--- src/rtl/pi_map_prog_if.sv ---
// Processor-interface bus bundle for the programmable address map.
interface pi_map_prog_if;
  logic [31:0] addr;
  logic [7:0]  dato;
  logic        oe;
  logic        we;
  logic        act;
  logic        we_sync;

  modport master (output addr, dato, oe, we, act, we_sync);
  modport slave  (input  addr, dato, oe, we, act, we_sync);
endinterface

--- src/rtl/pi_map_prog.sv ---
// Programmable 64K-granular region decoder with config window, key lock and
// optional write protection (enabled by defining PI_MAP_WP_EN).
module pi_map_prog #(
  parameter int unsigned NREG     = 8,
  parameter logic [8:0]  CFG_BASE = 9'h18F
) (
  input  logic             clk,
  input  logic             rst_n,
  pi_map_prog_if.slave     pi,
  output logic [NREG-1:0]  ce,
  output logic [7:0]       cfg_dout,
  output logic             ce_cfg,
  output logic             wp_fault,
  output logic             locked
);

  typedef enum logic [1:0] {
    ST_UNLOCKED = 2'd0,
    ST_KEY1     = 2'd1,
    ST_LOCKED   = 2'd2
  } lock_st_e;

  localparam logic [7:0] OFF_STATUS = 8'hFE;
  localparam logic [7:0] OFF_LOCK   = 8'hFF;
  localparam logic [7:0] KEY_A      = 8'hA5;
  localparam logic [7:0] KEY_B      = 8'h5A;

  lock_st_e        r_state;
  lock_st_e        w_state_nxt;
  logic            w_locked;

  logic [8:0]      r_base [NREG];
  logic [8:0]      r_mask [NREG];
  logic [NREG-1:0] r_en;
  logic [NREG-1:0] w_wp;

  logic [NREG-1:0] r_ce;
  logic [7:0]      r_cfg_dout;
  logic            r_ce_cfg;

  logic [8:0]      w_a;
  logic [7:0]      w_off;
  logic            w_cfg;
  logic            w_acc;
  logic            w_cfg_wr;
  logic [NREG-1:0] w_win;
  logic            w_viol;
  logic [7:0]      w_rd;
  logic            w_unused;

  assign w_a      = pi.addr[24:16];
  assign w_off    = pi.addr[7:0];
  assign w_cfg    = (w_a == CFG_BASE);
  assign w_acc    = pi.oe | pi.we;
  assign w_cfg_wr = pi.we_sync & pi.act & w_cfg;
  assign w_unused = ^{pi.addr[31:25], pi.addr[15:8]};

  // Lowest-index enabled region whose masked base matches wins.
  always_comb begin : hit_priority
    logic v_found;
    w_win   = '0;
    v_found = 1'b0;
    for (int i = 0; i < NREG; i++) begin
      if (!v_found && r_en[i] && (((w_a ^ r_base[i]) & r_mask[i]) == 9'd0)) begin
        w_win[i] = 1'b1;
        v_found  = 1'b1;
      end
    end
  end

`ifdef PI_MAP_WP_EN
  logic [NREG-1:0] r_wp;
  logic            r_wp_fault;
  logic            w_w1c;

  assign w_wp   = r_wp;
  assign w_viol = pi.we & |(w_win & r_wp);
  assign w_w1c  = w_cfg_wr & (w_off == OFF_STATUS) & pi.dato[0];

  // New violations take precedence over a same-cycle clear.
  always_ff @(posedge clk or negedge rst_n) begin : wp_fault_reg
    if (!rst_n)      r_wp_fault <= 1'b0;
    else if (w_viol) r_wp_fault <= 1'b1;
    else if (w_w1c)  r_wp_fault <= 1'b0;
  end

  assign wp_fault = r_wp_fault;
`else
  assign w_wp     = '0;
  assign w_viol   = 1'b0;
  assign wp_fault = 1'b0;
`endif

  // Region register file; writes land after the strobe edge.
  always_ff @(posedge clk or negedge rst_n) begin : region_regs
    if (!rst_n) begin
      for (int i = 0; i < NREG; i++) begin
        r_base[i] <= '0;
        r_mask[i] <= '0;
      end
      r_mask[0] <= 9'h180;
      r_en      <= NREG'(1);
`ifdef PI_MAP_WP_EN
      r_wp      <= '0;
`endif
    end else if (w_cfg_wr && !w_locked) begin
      for (int i = 0; i < NREG; i++) begin
        if (w_off[7:2] == 6'(i)) begin
          case (w_off[1:0])
            2'd0: r_base[i][7:0] <= pi.dato;
            2'd1: begin
              r_base[i][8] <= pi.dato[0];
              r_en[i]      <= pi.dato[7];
`ifdef PI_MAP_WP_EN
              r_wp[i]      <= pi.dato[6];
`endif
            end
            2'd2:    r_mask[i][7:0] <= pi.dato;
            default: r_mask[i][8]   <= pi.dato[0];
          endcase
        end
      end
    end
  end

  // Lock FSM: state register.
  always_ff @(posedge clk or negedge rst_n) begin : lock_state
    if (!rst_n) r_state <= ST_UNLOCKED;
    else        r_state <= w_state_nxt;
  end

  // Lock FSM: next state; any non-key config write aborts a half-entered key.
  always_comb begin : lock_next
    w_state_nxt = r_state;
    if (w_cfg_wr) begin
      unique case (r_state)
        ST_UNLOCKED: begin
          if ((w_off == OFF_LOCK) && (pi.dato == KEY_A)) w_state_nxt = ST_KEY1;
        end
        ST_KEY1: begin
          if ((w_off == OFF_LOCK) && (pi.dato == KEY_B))      w_state_nxt = ST_LOCKED;
          else if ((w_off == OFF_LOCK) && (pi.dato == KEY_A)) w_state_nxt = ST_KEY1;
          else                                                w_state_nxt = ST_UNLOCKED;
        end
        ST_LOCKED: w_state_nxt = ST_LOCKED;
        default:   w_state_nxt = ST_UNLOCKED;
      endcase
    end
  end

  // Lock FSM: outputs.
  always_comb begin : lock_out
    w_locked = 1'b0;
    if (r_state == ST_LOCKED) w_locked = 1'b1;
  end

  assign locked = w_locked;

  // Config readback mux from current registered state.
  always_comb begin : readback
    w_rd = '0;
    if (w_off == OFF_STATUS) begin
      w_rd = {w_locked, 6'b0, wp_fault};
    end else if (w_off == OFF_LOCK) begin
      w_rd = {6'b0, r_state};
    end else begin
      for (int i = 0; i < NREG; i++) begin
        if (w_off[7:2] == 6'(i)) begin
          case (w_off[1:0])
            2'd0:    w_rd = r_base[i][7:0];
            2'd1:    w_rd = {r_en[i], w_wp[i], 5'b0, r_base[i][8]};
            2'd2:    w_rd = r_mask[i][7:0];
            default: w_rd = {7'b0, r_mask[i][8]};
          endcase
        end
      end
    end
  end

  always_ff @(posedge clk or negedge rst_n) begin : out_regs
    if (!rst_n) begin
      r_ce       <= '0;
      r_cfg_dout <= '0;
      r_ce_cfg   <= 1'b0;
    end else begin
      r_ce       <= (w_acc && !w_cfg && !w_viol) ? w_win : '0;
      r_cfg_dout <= w_rd;
      r_ce_cfg   <= w_cfg & w_acc;
    end
  end

  assign ce       = r_ce;
  assign cfg_dout = r_cfg_dout;
  assign ce_cfg   = r_ce_cfg;

endmodule

--- src/flat_wrapper.sv ---
// flat-port wrapper written by rule: the top's interface ports become plain ports
module pi_map_prog_flat 
#(
  parameter int unsigned NREG     = 8,
  parameter logic [8:0]  CFG_BASE = 9'h18F
)
  (clk, rst_n, ce, cfg_dout, ce_cfg, wp_fault, locked, pi_addr, pi_dato, pi_oe, pi_we, pi_act, pi_we_sync);
  pi_map_prog_if pi_i ();
  input  logic clk;
  input  logic rst_n;
  output logic [NREG-1:0] ce;
  output logic [7:0] cfg_dout;
  output logic ce_cfg;
  output logic wp_fault;
  output logic locked;
  input wire logic [$bits(pi_i.addr)-1:0] pi_addr;
  input wire logic [$bits(pi_i.dato)-1:0] pi_dato;
  input wire logic [$bits(pi_i.oe)-1:0] pi_oe;
  input wire logic [$bits(pi_i.we)-1:0] pi_we;
  input wire logic [$bits(pi_i.act)-1:0] pi_act;
  input wire logic [$bits(pi_i.we_sync)-1:0] pi_we_sync;
  assign pi_i.addr = pi_addr;
  assign pi_i.dato = pi_dato;
  assign pi_i.oe = pi_oe;
  assign pi_i.we = pi_we;
  assign pi_i.act = pi_act;
  assign pi_i.we_sync = pi_we_sync;
  pi_map_prog #(.NREG(NREG), .CFG_BASE(CFG_BASE)) u_core (.clk(clk), .rst_n(rst_n), .pi(pi_i), .ce(ce), .cfg_dout(cfg_dout), .ce_cfg(ce_cfg), .wp_fault(wp_fault), .locked(locked));
endmodule
--- config.mk ---
export PLATFORM = sky130hd
export DESIGN_NAME = pi_map_prog_flat
export DESIGN_NICKNAME = d
export VERILOG_FILES = /design/src/rtl/pi_map_prog_if.sv /design/src/rtl/pi_map_prog.sv /design/src/flat_wrapper.sv
export SDC_FILE = /design/constraint.sdc
export NUM_CORES = 1
export LEC_CHECK = 0
export BUFFER_PORTS_ARGS = -buffer_cell sky130_fd_sc_hd__buf_2
export CORE_UTILIZATION = 55
export DETAILED_ROUTE_END_ITERATION = 7
export PLACE_DENSITY_LB_ADDON = 0.12
export SKIP_CTS_REPAIR_TIMING = 1
export SLEW_MARGIN = 0
export SYNTH_ARGS = -nofsm -noshare
export SYNTH_HDL_FRONTEND = slang
export SYNTH_SLANG_ARGS = --single-unit
--- constraint.sdc ---
create_clock -name clk -period 1.7 [get_ports clk]
set_input_delay 0.51 -clock clk [delete_from_list [all_inputs] [get_ports clk]]
set_output_delay 0.51 -clock clk [all_outputs]
set_load 0.05 [all_outputs]
Word-level counts from Yosys, hierarchy flattened
Cells that the tools add are included.
{"block": "word_totals", "in_bits": 46, "reg_bits": 171, "output_inout_bits": 19, "elab_cells": 193}
{"block": "op_classes", "bitwise": 21, "eq_ne": 17, "n_reduce_logical": 73, "n_mux": 38}
{"op": "$pmux 8 s3", "n": 8}
{"op": "$reduce_and 3->1", "n": 32}
{"op": "$mux 8", "n": 11}
{"op": "$and 9x9->9", "n": 8}
{"op": "$logic_not 9->1", "n": 8}
{"op": "$xor 9x9->9", "n": 8}
{"op": "$eq 6x3->1 const B", "n": 4}
{"op": "$eq 8x8->1 const B", "n": 3}
{"op": "$logic_and 1x1->1", "n": 19}
{"op": "$mux 1", "n": 16}
{"op": "$eq 6x2->1 const B", "n": 2}
{"op": "$eq 9x9->1 const B", "n": 1}
{"op": "$logic_not 1->1", "n": 9}
{"op": "$eq 8x7->1 const B", "n": 1}
{"op": "$eq 6x1->1 const B", "n": 1}
{"op": "$logic_not 6->1", "n": 1}
{"op": "$pmux 2 s3", "n": 1}
{"op": "$eq 2x1->1 const B", "n": 2}
{"op": "$eq 2x2->1 const B", "n": 2}
{"op": "$logic_not 2->1", "n": 2}
{"op": "$mux 2", "n": 2}
{"op": "$and 1x1->1", "n": 3}
{"op": "$reduce_or 3->1", "n": 1}
{"op": "$ne 2x1->1 const B", "n": 1}
{"op": "3 further kinds", "n": 3}

Logic depth before layout (Yosys ltp)
{"block": "depth", "depth_word": 34, "depth_mapped": 10, "depth_no_buf": 6}

Worst setup path after synthesis
No wires, ideal clock.
{"block": "synth_timing", "path_type": "input-to-reg", "start": "input pi_addr[21]", "end": "register u_core.r_mask[27] (netlist name)", "setup_ps": 125, "path_slack_ps": -1116, "n_path_buf": 2, "arrival_time_ps": 2691, "t_required_ps": 1575, "stages": 8, "path_cell_list": "buf_4 -> or4b_4 -> nor3_4 -> nand2_4 -> or4b_4 -> buf_6 -> nor2_8 -> mux2_4"}
{"block": "synth_between", "elab_chain_cells": 4}
{"item": "from (decl)", "line_no": "flat_wrapper.sv:16", "text": "input wire logic [$bits(pi_i.addr)-1:0] pi_addr;"}
{"item": "$eq 9x9->1", "line_no": "pi_map_prog.sv:53", "text": "assign w_cfg = (w_a == CFG_BASE);"}
{"item": "$and 1x1->1", "line_no": "pi_map_prog.sv:55", "text": "assign w_cfg_wr = pi.we_sync & pi.act & w_cfg;"}
{"item": "$logic_and 1x1->1", "line_no": "pi_map_prog.sv:106", "text": "end else if (w_cfg_wr && !w_locked) begin"}
{"item": "$reduce_and 3->1 (no line)"}
{"item": "to (signal, indexed assignment)", "line_no": "pi_map_prog.sv:118", "text": "2'd2: r_mask[i][7:0] <= pi.dato;"}
{"item": "to (signal, indexed assignment)", "line_no": "pi_map_prog.sv:119", "text": "default: r_mask[i][8] <= pi.dato[0];"}
{"item": "to (decl)", "line_no": "pi_map_prog.sv:33", "text": "logic [8:0] r_mask [NREG];"}
Every way passes these cells.
A chain may end at the register's enable or synchronous reset.

Worst setup path after layout
{"block": "layout_timing", "start": "input pi_addr[22]", "end": "register u_core.r_mask[59] (netlist name)"}
The elaborated chain is that of the path after synthesis.

==> flow_summary.ini <==
[clock_network]
clk_pin_slew_ns = 0.07
cts_root_buf = clkbuf_16
cts_inserted_buffers = 17
cts_htree_levels = 4
clkLatencyLatePin_ns = 0.44
clock_path_buffers = 2
cts_tree = done
clock-sinks = 171

[finish]
drive_above_1_share = 0.5236
antennaDiodeCount = 0
post-route-util = 0.7569
layout.nets = 966
fin_area_um2 = 12200
area_growth_pct = 32.35
filler_cell_count = 1019

[power]
finalPower_mw = 8.792
max-vdd-ir-drop_mv = 0.7350
leakage_nw = 6.039
power_density_nw_per_um2 = 720.8

[routing]
routed_wl_mm = 30.43
dr_total_vias = 7407
drcViolationCount = 0
ant_nets = 0
wire_per_inst_um = 26.51
drt_first_iter_violations = 782
dr.pass1.iters = 5
vias_per_cell = 6.452

[die]
coreArea_um2 = 16120
ioPinCount = 65
die_h_um = 131.5
fp.dieW_um = 131.5
fp.dieArea_um2 = 17280
num_rows = 46
initial_utilization = 0.5719

[sta]
rsz0062_at_grt = true
finalHoldViolCount = 0
layout_min_cycle_time_ns = 2.377
skew_ns = 0.006039
setup_tns_ns = -82.44
drv_slew = 0
setup_slack_ns = -0.6766
post-route-period-util = 1.398
hold-worst-slack_ns = 0.02292
finalSetupViolCount = 169
maxClockFrequency_mhz = 420.8

[logic_synthesis]
synthDistinctLibCells = 59
yosysWarningCount = 0
seq_area_frac_synth = 0.4647
synth_edf_count = 0
synthCells = 755
ys.flop_type = dfrtp_1
syn_area_um2 = 9216
synthArstFlopShare = 1.000
synth_area_leaders = dfrtp_1 (46%), mux2_2 (16%), xor2_1 (6.8%), mux2i_1 (4.2%), mux4_2 (3.4%)
yosys.area.top_type_share = 0.4561
syn_avg_cell_area_um2 = 12.21
synthesis.nets = 801
synth_top_area_cell = dfrtp_1
synth-seq-cells = 171

[flow_run]
maxCapViolCount = 0

[worst_setup_path]
critPathMaxStageDelay_ns = 0.64
critPathMostFrequentCell = or4b_4
r2r_cells = 5
cp_cell_sequence = buf_2, or4b_4, nor3_4, nand2_4, or4b_4, nor2_8, mux2_2
worstPathArrival_ns = 2.70
r2r_end = u_core.cfg_dout[0]$_DFF_PN0_
slowest_stage = or4b_4
required_ns = 2.02
crit_type = in -> reg
endpoint_kind = register
worstReg2RegStart = u_core.r_mask[54]$_DFFE_PN0P_
critPathMaxFanout = 8
reg2reg_slack_ns = -0.24
worst_setup_path_start_kind = input port

[global_routing]
grt_max_degree = 42
grt_pass1_vias = 7458
grt_pass1_wl_mm = 44.49
grt_usage = 0.3461
grt_remaining_overflow = 0
antenna_found_initial = 0

[worst_hold_path]
hold_path_class = in -> async

[placed_design]
dpl_cell_area_um2 = 10700
port_buffers = 48
hpwl_mm = 20.81
gp_congestion = 0.9701

[status]
outcome = finished with violations
violations = setup timing
-- layer usage --
metal | GRT usage | vias up | part of all wire
li1 | - | 3097 | -
met1 | 0.4633 | 3842 | 0.39
met2 | 0.5526 | 379 | 0.49
met3 | 0.05941 | 89 | 0.072
met4 | 0.1557 | 0 | 0.047
met5 | 0 | - | 0
-- worst max-delay path by stage --
stage,end,from,depth (start not counted)
after global routing,u_core.r_mask[59]$_DFFE_PN0P_,pi_addr[20],7
after floorplan,u_core.r_mask[27]$_DFFE_PN0P_,pi_addr[20],8
final,u_core.r_mask[59]$_DFFE_PN0P_,pi_addr[22],7
after global placement,u_core.r_mask[63]$_DFFE_PN0P_,pi_addr[20],7
after CTS,u_core.r_mask[59]$_DFFE_PN0P_,pi_addr[20],7
after detailed placement,u_core.r_mask[33]$_DFFE_PN0P_,pi_addr[20],7
-- synth_stat cells, types with 10 or more instances --
library cell  count
clkbuf_1         32
o21ai_0          11
mux2i_1          39
a221oi_1         11
mux2_4           16
nand4_1          10
dfrtp_1         168
nand2_1          47
mux4_2           14
a22oi_1          20
xor2_1           72
nor2_1           36
mux2_2          132
nor3_1           23
-- kinds of logic (layout without fill, tap and decap cells) --
kind of cell,after synthesis,in the layout,synth area share
AO/OA/AOI/OAI,81,81,0.06394
XOR/XNOR,72,72,0.06842
buffers and inverters,47,224,0.02308
flip-flops,171,171,0.4647
multiplexers,206,206,0.2700
other,1,1,0.0004069
AND/OR/NAND/NOR,177,177,0.1094
-- stage by stage --
| stage | cells | setup WS [ns] |
|---|---|---|
| after floorplan | 755 | -1.045 |
| after global placement | 1098 | -1.054 |
| after detailed placement | 1098 | -1.084 |
| after CTS | 1129 | -0.6460 |
| after global routing | 1148 | -0.7062 |
| final | 1148 | -0.6766 |
-- critical path: cells and delay by family --
kind	cells	cell delay (ns)
buf+inv	1	0.15
mux	1	0.37
simple gates	5	1.65
-- registers in the layout, summed over array words and instances, names as in the netlist --
| register | count |
|---|---|
| u_core.ce | 8 |
| u_core.r_en | 8 |
| u_core.ce_cfg | 1 |
| u_core.cfg_dout | 8 |
| u_core.r_base | 72 |
| u_core.r_state | 2 |
| u_core.r_mask | 72 |
-- cell usage in the layout (no fill, tap or decap), drive strengths merged, types with 3 or more instances in the layout --
cell type  netlist  routed
a211o            4       4
a21oi            6       6
a221oi          11      11
a22o             6       6
a22oi           20      20
and3             4       4
buf             14     192
clkbuf          32      22
clkinv           0       4
dfrtp          168     168
dfstp            3       3
inv              1       3
mux2           153     153
mux2i           39      39
mux4            14      14
nand2           56      56
nand3            8       8
nand4           10      10
nor2            40      40
nor3            24      24
nor4             7       7
nor4b            3       3
nor4bb           4       4
o211ai           5       5
o21ai           11      11
o22ai            6       6
or4b             4       4
xor2            72      72
-- cell type report --
cell class	instances	area [um2]	share of cell area
Multi-Input combinational cell	537	5415	0.4439
Sequential cell	171	4283	0.3511
Timing Repair Buffer	192	1637	0.1342
Clock buffer	22	474.2	0.03888
Tap cell	216	270.3	0.02216
Clock inverter	9	112.6	0.009232
Inverter	1	6.256	0.0005129
-- report_power, final --
part	switching, mW	internal [mW]	leakage, nW
Clock	1.66	2.28	0.287
Combinational	0.514	0.264	3.37
Sequential	0.00101	4.07	2.38
Total	2.17	6.62	6.04
No activity file was read; power rests on OpenSTA's default activity.
